--- src/rtl/beg_task_queue.sv ---
// Receive-side task queue for the scheduler begin path: captures non-zero task
// IDs from the begin mux and dispatches them in arrival order (FWFT, valid/ready).
module beg_task_queue #(
  parameter int ID_W  = 4,
  parameter int DEPTH = 8,
  parameter int PTR_W = 3
) (
  input  logic             clk,
  input  logic             rst,
  input  logic             beg_sel,
  input  logic [ID_W-1:0]  beg_id,
  input  logic             disp_ready,
  output logic             disp_valid,
  output logic [ID_W-1:0]  disp_id,
  output logic [PTR_W:0]   count,
  output logic             full,
  output logic             empty,
  output logic             ovf
);

  logic [ID_W-1:0]  mem_q [DEPTH];
  logic [PTR_W-1:0] wrPtr_q, wrPtr_d;
  logic [PTR_W-1:0] rdPtr_q, rdPtr_d;
  logic [PTR_W:0]   count_q, count_d;
  logic             ovf_q, ovf_d;
  logic             pushReq, push, pop;

  assign empty      = (count_q == '0);
  assign full       = (count_q == (PTR_W+1)'(DEPTH));
  assign count      = count_q;
  assign ovf        = ovf_q;
  assign disp_valid = ~empty;
  assign disp_id    = empty ? '0 : mem_q[rdPtr_q];

  // ID 0 means "no task", so a select with a zero ID is not a request.
  assign pushReq = beg_sel & (beg_id != '0);
  assign pop     = disp_valid & disp_ready;
  assign push    = pushReq & (~full | pop);

  always_comb begin
    wrPtr_d = wrPtr_q;
    rdPtr_d = rdPtr_q;
    count_d = count_q;
    ovf_d   = ovf_q | (pushReq & full & ~pop);
    if (push) wrPtr_d = wrPtr_q + PTR_W'(1);
    if (pop)  rdPtr_d = rdPtr_q + PTR_W'(1);
    case ({push, pop})
      2'b10:   count_d = count_q + (PTR_W+1)'(1);
      2'b01:   count_d = count_q - (PTR_W+1)'(1);
      default: count_d = count_q;
    endcase
  end

  always_ff @(posedge clk) begin
    if (rst) begin
      wrPtr_q <= '0;
      rdPtr_q <= '0;
      count_q <= '0;
      ovf_q   <= 1'b0;
    end else begin
      wrPtr_q <= wrPtr_d;
      rdPtr_q <= rdPtr_d;
      count_q <= count_d;
      ovf_q   <= ovf_d;
    end
  end

  // Storage is intentionally left uncleared by reset.
  always_ff @(posedge clk) begin
    if (push && !rst) mem_q[wrPtr_q] <= beg_id;
  end

endmodule
--- config.mk ---
export PLATFORM = sky130hd
export DESIGN_NAME = beg_task_queue
export DESIGN_NICKNAME = d
export VERILOG_FILES = /design/src/rtl/beg_task_queue.sv
export SDC_FILE = /design/constraint.sdc
export NUM_CORES = 1
export LEC_CHECK = 0
export ABC_AREA = 1
export CORE_ASPECT_RATIO = 0.7
export CORE_UTILIZATION = 45
export DETAILED_ROUTE_END_ITERATION = 10
export PLACE_DENSITY = 0.65
export SLEW_MARGIN = 5
export SYNTH_ARGS = -nofsm -noshare
export SYNTH_HDL_FRONTEND = slang
export SYNTH_SLANG_ARGS = --single-unit
--- constraint.sdc ---
create_clock -name clk -period 2.1 [get_ports clk]
set_clock_uncertainty 0.15 [all_clocks]
set_input_delay 0.42 -clock clk [delete_from_list [all_inputs] [get_ports clk]]
set_output_delay 0.42 -clock clk [all_outputs]
set_load 0.01 [all_outputs]
# Word level (Yosys, flattened, before mapping)
# Memories as Yosys holds them, arrays and structs flattened. A register that Yosys moved wholly into a read port is not among the register bits.
# Cells that the tools add are included.
dict set report totals {
  reg_bits 11
  ramBits 32
  input_bits 8
  output_inout_bits 12
  mem_count 1
}
# name words width read_ports rd_ports_with_merged_regs write_ports line_no
set mem_list {}
lappend mem_list {mem_q 8 4 1 1 1 21} ;# logic [ID_W-1:0] mem_q [DEPTH];
dict set report op_classes {
  add_sub_neg 4
  n_eq_ne 3
  mux 6
  bitwise_logic 10
  n_reduce_logical 5
}
# op count
set ops {}
lappend ops {{4-bit case mux with 2 select lines} 1}
lappend ops {{3-bit by 1-bit adder with 3-bit output (second input constant)} 2}
lappend ops {{3-bit 2-to-1 mux} 2}
lappend ops {{1-bit AND} 5}
lappend ops {{4-bit by 1-bit adder with 4-bit output (second input constant)} 1}
lappend ops {{4-bit equality test (second input constant)} 1}
lappend ops {{4-bit zero test} 1}
lappend ops {{4-bit 2-to-1 mux} 1}
lappend ops {{4-bit nonzero test} 1}
lappend ops {{4-bit by 1-bit subtractor with 4-bit output (second input constant)} 1}
lappend ops {{1-bit inverter} 3}
lappend ops {{2-bit by 1-bit equality test with 1-bit output (second input constant)} 1}
lappend ops {{2-bit equality test (second input constant)} 1}
lappend ops {{1-bit 2-to-1 mux} 2}
lappend ops {{1-bit bitwise OR} 2}
lappend ops {{2-bit nonzero test} 1}
lappend ops {{1-bit logical AND} 1}
lappend ops {{1-bit zero test} 1}

# Longest topological paths before layout
# Gate-level depths: netlist of the first run.
dict set report logic_depth {
  depth_word 8
  ltp_mapped 15
  depth_no_buf 15
}

# Least setup slack after synthesis of the first run
# OpenSTA, ideal clock, no wires.
dict set report synth_path {
  path_type {reg-to-reg}
  startpoint {reg count_q[1], in the netlist count[1]}
  endpoint {reg count_q[3], in the netlist count[3]}
  setup_ps 115
  t_arrival_ps 1705
  required_time_ps 1835
  setup_slack_ps 130
  path_stages_with_launch 16
  period_less_slack_ps 1970
  path_cell_list {dfxtp_1 -> nor2_4 -> nand2_2 -> nand2_4 -> inv_2 -> nand2_4 -> inv_1 -> ha_1 -> nand2_1 -> nand2_1 -> nor2_1 -> inv_1 -> nand2_1 -> nand3_1 -> nand2_1 -> nor2_1}
}
dict set report synth_via {
  elab_chain_cells 7
  word_cells_on_any_way 13
  classes_between {add/sub: 2; eq/ne: 3; mux: 1; bitwise: 5; reduce/logical: 2}
}
# item line_no
set synth_rtl {}
lappend synth_rtl {{start, declared} 24} ;# logic [PTR_W:0] count_q, count_d;
lappend synth_rtl {{start signal, assigned} 63} ;# count_q <= count_d;
lappend synth_rtl {{4-bit zero test (*)} 28} ;# assign empty = (count_q == '0);
lappend synth_rtl {{1-bit inverter (*)} 32} ;# assign disp_valid = ~empty;
lappend synth_rtl {{via disp_valid} 13} ;# output logic disp_valid,
lappend synth_rtl {{1-bit AND (*)} 37} ;# assign pop = disp_valid & disp_ready;
lappend synth_rtl {{1-bit bitwise OR} 38} ;# assign push = pushReq & (~full | pop);
lappend synth_rtl {{1-bit AND} 38}
lappend synth_rtl {{2-bit by 1-bit equality test with 1-bit output / 2-bit equality test (equally long branches)} 47} ;# case ({push, pop})
lappend synth_rtl {{4-bit case mux with 2 select lines / 2-bit nonzero test (equally long branches)} -}
# The timed path passes the listed nets; every way through them passes the cells marked *.
# A chain may end at the register's enable or synchronous reset.

==> impl_metrics.tcl, run 1 <==
set metrics [dict create \
    status "complete, no violations" \
    cts.path.max_buffers 2 \
    tightestPinTransition_ps 271 \
    critPathMostFrequentCell "nor2_1" \
    cts_tree "done" \
    cts_buffers 5 \
    fill_cells 330 \
    drc_errors 0 \
    holdPathEnd "ovf" \
    initial_utilization 0.491 \
    crit_chain "buf_6 > buf_4 > mux2i_1 > o22ai_1 > nor2_1 > nor2_1 > buf_2" \
    rsz0062_at_grt "true" \
    via_per_inst 5.10 \
    crit_path_top_delay_cell "dfxtp_2" \
    synth-compound-area-share 0.102 \
    routed_wl_um 4380 \
    vias 1549 \
    hold_viol 0 \
    synth-simple-area-share 0.165 \
    place_hpwl_um 3230 \
    final_layout_size_suffix_gt1_frac 0.242 \
    finalPower_w 0.00282 \
    dr.pass1.iters 4 \
    antenna_found_initial 0 \
    yosys_warnings 0 \
    coreArea_um2 4110 \
    chipWidth_um 82.1 \
    grt_overflow_total 0 \
    path_clk_slew_ps 80 \
    clock_latency_ps 300 \
    critPathTopFamily "buffers and inverters" \
    grtUsageTotal 0.212 \
    start_kind "register" \
    port_buffers 19 \
    ys_ff_latch 46 \
    worstRegToRegCells 14 \
    max_slew_margin 0.817 \
    critical_path_class "reg -> out" \
    grt_pass1_vias 1479 \
    max_cap_violations 0 \
    power_density_nw_per_um2 1060 \
    synth_fa_ha_area_frac 0.0347 \
    cp-end-kind "output port" \
    rrSetupSlack_ps 200 \
    holdPathStages 2 \
    synth_top_family_by_area "simple AND/OR/NAND/NOR gates" \
    antenna_left 0 \
    setup_slack_ps 39.3 \
    min_path_type "reg -> reg" \
    clockRootBuffer "clkbuf_8" \
    antenna_cells 0 \
    htreeDepth 2 \
    dieArea_um2 4760 \
    finalCriticalPeriod_ps 2060 \
    drt-wirelength-per-cell_um 14.4 \
    gp_congestion 0.810 \
    grt_pass1_wl_um 7150 \
    fin_util 0.644 \
    final_max_slew_viol_count 0 \
    synthDistinctLibCells 24 \
    top_level_ports 20 \
    fin_setup_tns_ps 0 \
    slowest_delay_ps 370 \
    first_iter_violations 154 \
    ys_seq_area_frac 0.615 \
    r2r_start "count[3]" \
    nets 264 \
    design_area_um2 2650 \
    syn_inst 199 \
    avgSynthCellArea_um2 10.1 \
    setup_viol 0 \
    r2r-end "count[3]" \
    arrival_ps 1490 \
    cp.required_ps 1530 \
    synth_nets 212 \
    fin_crit_sh 0.981 \
    cts_sinks 46 \
    syn_area_um2 2020 \
    critical_path.max_fanout 8 \
    rows 19 \
    worst_hold_startpoint "ovf" \
    die_height_um 58.1 \
    p_leak_nw 1.11 \
    grt_max_degree 17 \
    synth_mux_area_frac 0.0198 \
    synthXorXnorAreaFrac 0.00434 \
    areaGrowthSynthToFinish_pct 31.2 \
    cp_num_buf_inv 3 \
    place_area_um2 2490 \
    worst_ir_drop_vdd_v 0.000731 \
    max_freq_ghz 0.485 \
    pre_cts_ws_ps -408 \
]
## worst min-delay path, stage by stage (launching register included)
cell	delay [ps]
dfxtp_1	340
a31oi_1	40
nor2_1	70
## synth_stat cells
library cell | number | area share
xor2_1 | 1 | 0.0043
nor2_1 | 42 | 0.078
nand3_1 | 6 | 0.015
a21oi_1 | 6 | 0.015
inv_2 | 1 | 0.0019
nand2_1 | 15 | 0.028
nand2_2 | 1 | 0.0031
o22ai_1 | 4 | 0.012
nor2_4 | 1 | 0.0056
and3_1 | 2 | 0.0062
nand4_1 | 1 | 0.0031
buf_2 | 2 | 0.0050
nand2_4 | 3 | 0.017
edfxtp_1 | 32 | 0.48
buf_4 | 2 | 0.0074
inv_1 | 22 | 0.041
a31oi_1 | 1 | 0.0031
ha_1 | 4 | 0.025
mux2i_1 | 4 | 0.020
dfxtp_1 | 14 | 0.14
nor3_1 | 4 | 0.0099
o21ai_0 | 29 | 0.072
clkbuf_4 | 1 | 0.0037
fa_1 | 1 | 0.0099
## timing repair
| item | CTS | global route |
|---|---|---|
| gates resized for setup | 34 | 15 |
| cloned | 1 | 0 |
| setup endpoints to repair | 8 | 7 |
| endpoints found under the hold margin | 0 | 0 |
| hold buffers | 0 | 0 |
| setup buffers | 0 | 0 |
| pin swaps | 5 | 8 |
## cells in the final DEF (no fill, tap or decap), types with 5 or more instances in the layout
cell	n
a21oi_1	6
buf_4	28
clkbuf_8	6
clkdlybuf4s50_1	8
dfxtp_1	12
edfxtp_1	32
inv_1	21
nand2_1	14
nand3_1	6
nor2_1	37
nor2_2	5
o21ai_0	20
o21ai_1	6
## cell families after synthesis
| group | count (synthesis) |
|---|---|
| AO/OA/AOI/OAI | 40 |
| multiplexers | 4 |
| AND/OR/NAND/NOR | 75 |
| buffers and inverters | 28 |
| flip-flops | 46 |
| XOR/XNOR | 1 |
| adder cells (fa/ha/maj) | 5 |
## how the worst max path moves through the flow
| stage | cells after the start | end | slack (ps) | startpoint |
|---|---|---|---|---|
| finish | 7 | disp_id[1] | 40 | register |
| global route | 7 | disp_id[1] | -40 | register |
| CTS | 6 | disp_id[0] | -70 | register |
| detailed placement | 15 | count[3] | -410 | beg_id[1] |
| global placement | 15 | count[3] | -290 | beg_id[1] |
| floorplan | 15 | count[3] | 130 | count[1] |
## power breakdown
group          switching [W]  internal, W  leakage [nW]  total [W]
registers          0.0000592      0.00104         0.405    0.00110
logic               0.000562     0.000487         0.648    0.00105
clock network       0.000284     0.000388        0.0585   0.000672
## final cells by class
type                            count  area, µm²  share of cell area
Tap cell                           52       65.1              0.0246
Timing Repair Buffer               50        434               0.164
Inverter                           23       86.3              0.0326
Multi-Input combinational cell    125        703               0.265
Sequential cell                    46       1240               0.470
Clock buffer                        7       86.3              0.0326
Clock inverter                      1       30.0              0.0113
## sequential cells by signal, summed over array words and instances, names as in the netlist, named ones only
signal / cells
mem_q: 32
count: 4
rdPtr_q: 3
wrPtr_q: 3
ovf: 1
## through the flow
| stage | instances | hold WS, ps |
|---|---|---|
| 6_report | 304 | 341 |
| 5_1_grt | 304 | 370 |
| 4_1_cts | 304 | 342 |
| 3_5_place_dp | 295 | 308 |
| 3_3_place_gp | 295 | 310 |
| 2_1_floorplan | 199 | 298 |
## metal layers
metal	track usage	up-vias	wire [µm]
met3	0.0472	7	326
met1	0.302	714	2070
met2	0.312	49	1910
li1	-	779	-
met4	0.0902	0	70
met5	0	-	0
Power figures use the tool's default switching activity.
==> inputs of run 2 (changes only) <==
Settings changed: ABC_AREA 1 to not set, PLACE_DENSITY 0.65 to 0.66.
==> run 2 against run 1 <==
Effect of this change: the flow now finishes with violations (negative setup slack); sequential power hardly changed; critical path depth is 1 higher; worst setup slack worse by 220 ps; via count is 14% lower; die area is 2.2% lower; clock power is 22% lower; core utilization is 1.3 points higher; synthesized cell count is 32% lower; area after synthesis is 2.2% lower; highest routed layer unchanged.
==> impl_metrics.tcl, run 2 <==
set metrics [dict create \
    ys_seq_area_frac 0.629 \
    avgSynthCellArea_um2 14.5 \
    cts.path.max_buffers 2 \
    drc_errors 0 \
    port_buffers 19 \
    cts_sinks 46 \
    min_path_type "in -> reg" \
    initial_utilization 0.486 \
    grtUsageTotal 0.216 \
    synthTopCellsByArea "edfxtp_1 (49%), dfxtp_1 (14%), mux4_2 (9.1%)" \
    rows 19 \
    areaGrowthSynthToFinish_pct 35.4 \
    synth_async_sr_flop_share 0 \
    via_per_inst 5.41 \
    die_height_um 57.4 \
    routed_wl_um 4410 \
    max_slew_margin 0.656 \
    finalPower_w 0.00299 \
    ys_ff_latch 46 \
    pre_cts_ws_ps -755 \
    synth_nets 149 \
    violations "negative setup slack" \
    coreArea_um2 4070 \
    yosysTopAreaCell "edfxtp_1" \
    vias 1326 \
    path_clk_slew_ps 80 \
    dr.pass1.iters 4 \
    drt-wirelength-per-cell_um 18.0 \
    final_max_slew_viol_count 0 \
    syn_inst 136 \
    yosys_warnings 0 \
    synthDistinctLibCells 33 \
    grt_max_degree 17 \
    cts_buffers 5 \
    fin_crit_sh 1.09 \
    antenna_cells 0 \
    clock_latency_ps 300 \
    chipWidth_um 81.2 \
    first_iter_violations 87 \
    arrival_ps 2330 \
    fin_setup_tns_ps -647 \
    antenna_found_initial 0 \
    finalCriticalPeriod_ps 2280 \
    final_layout_size_suffix_gt1_frac 0.425 \
    synth_top_area_frac 0.487 \
    final_cell_mix "edfxtp_1 (32), buf_4 (32), nor2_1 (16), dfxtp_1 (11), mux4_2 (8)" \
    setup_viol 5 \
    rsz0062_at_grt "true" \
    place_hpwl_um 3070 \
    start_kind "register" \
    dieArea_um2 4660 \
    p_leak_nw 0.996 \
    htreeDepth 2 \
    synth_edf_count 32 \
    regArea_um2 1250 \
    synth.most_common_cell "edfxtp_1" \
    critical_path_class "reg -> reg" \
    max_freq_ghz 0.438 \
    nets 205 \
    clockRootBuffer "clkbuf_8" \
    antenna_left 0 \
    syn_area_um2 1970 \
    ys.flop_type "edfxtp_1" \
    regMostFlops "mem_q" \
    cp.required_ps 2140 \
    critical_path.max_fanout 4 \
    grt_pass1_wl_um 6910 \
    grt_overflow_total 0 \
    status "finished, violations left" \
    multi_input_area_um2 795 \
    grt_pass1_vias 1316 \
    top_level_ports 20 \
    largest_register_ffs 32 \
    gp_congestion 0.817 \
    setup_slack_ps -185 \
    cp-end-kind "register" \
    tightestPinTransition_ps 513 \
    hold_viol 0 \
    max_cap_violations 0 \
    yosys-top-cells-count "edfxtp_1 (32), nor2_1 (19), dfxtp_1 (14), mux4_2 (8), nand2_1 (8)" \
    cts_tree "done" \
    worst_ir_drop_vdd_v 0.000610 \
    fill_cells 313 \
    power_density_nw_per_um2 1120 \
]
run 2: changes by cell type after synthesis, sizes merged, moves of 3 or more:
cell	delta
o22ai	-4
o21ai	-28
inv	-18
clkbuf	+3
nand3	-6
nor2	-24
mux4	+8
nand2	-11
run 2: critical path: stages (launching register included):
cell and delay [ps]:
dfxtp_4 370, o41a_1 490, nand2b_4 110, inv_4 50, ha_4 200, a21o_1 150
a21oi_2 130, mux2i_1 200, mux2_1 330
run 2: through the flow:
step	hold slack [ps]	instance area, µm²	util	std cells
2_1_floorplan	304	2000	-	136
3_3_place_gp	306	2470	0.608	230
3_5_place_dp	316	2470	0.608	230
4_1_cts	339	2680	0.659	245
5_1_grt	315	2670	0.657	245
6_report	320	2670	0.657	245
run 2: final timing paths:
kind                            cells after the start  startpoint  slack [ps]           to
worst max-delay path                                8    count[3]        -180     count[3]
worst min-delay path                                2   beg_id[2]         320  mem_q[2][2]
worst max register to register                      8    count[3]        -180     count[3]
worst min register to register                      2  rdPtr_q[1]         340     register
run 2: cell type report:
cell class                      instances  area share
Sequential cell                        46       0.467
Multi-Input combinational cell         79       0.297
Timing Repair Buffer                   55       0.172
Clock buffer                            5      0.0257
Tap cell                               52      0.0243
Inverter                                5     0.00796
Clock inverter                          3     0.00609
run 2: repair_timing:
action | in CTS | in global routing
setup buffers | 7 | 2
pin swaps | 4 | 4
endpoints found under the setup margin | 38 | 22
gates resized for setup | 48 | 9
hold buffers | 0 | 0
run 2: power by group:
part	switching (W)	internal [W]	leakage, nW
combinational	0.000598	0.000749	0.548
sequential	0.0000678	0.00105	0.405
clock	0.000293	0.000228	0.0432
total	0.000959	0.00203	0.996
run 2: kinds of logic (layout without fill, tap and decap cells):
logic type,count (synthesis),after routing,share of synthesized area
adder cells (fa/ha/maj),5,5,0.0355
AO/OA/AOI/OAI,15,15,0.0697
XOR/XNOR,5,5,0.0222
flip-flops,46,46,0.629
buffers and inverters,11,68,0.0222
multiplexers,15,15,0.128
AND/OR/NAND/NOR,39,39,0.0938
run 2: per-layer routing:
layer	wire length (µm)	global-route usage	up-vias
met1	1960	0.290	665
met4	57	0.0765	0
li1	-	-	626
met3	203	0.0480	7
met2	2200	0.347	28
met5	0	0	-
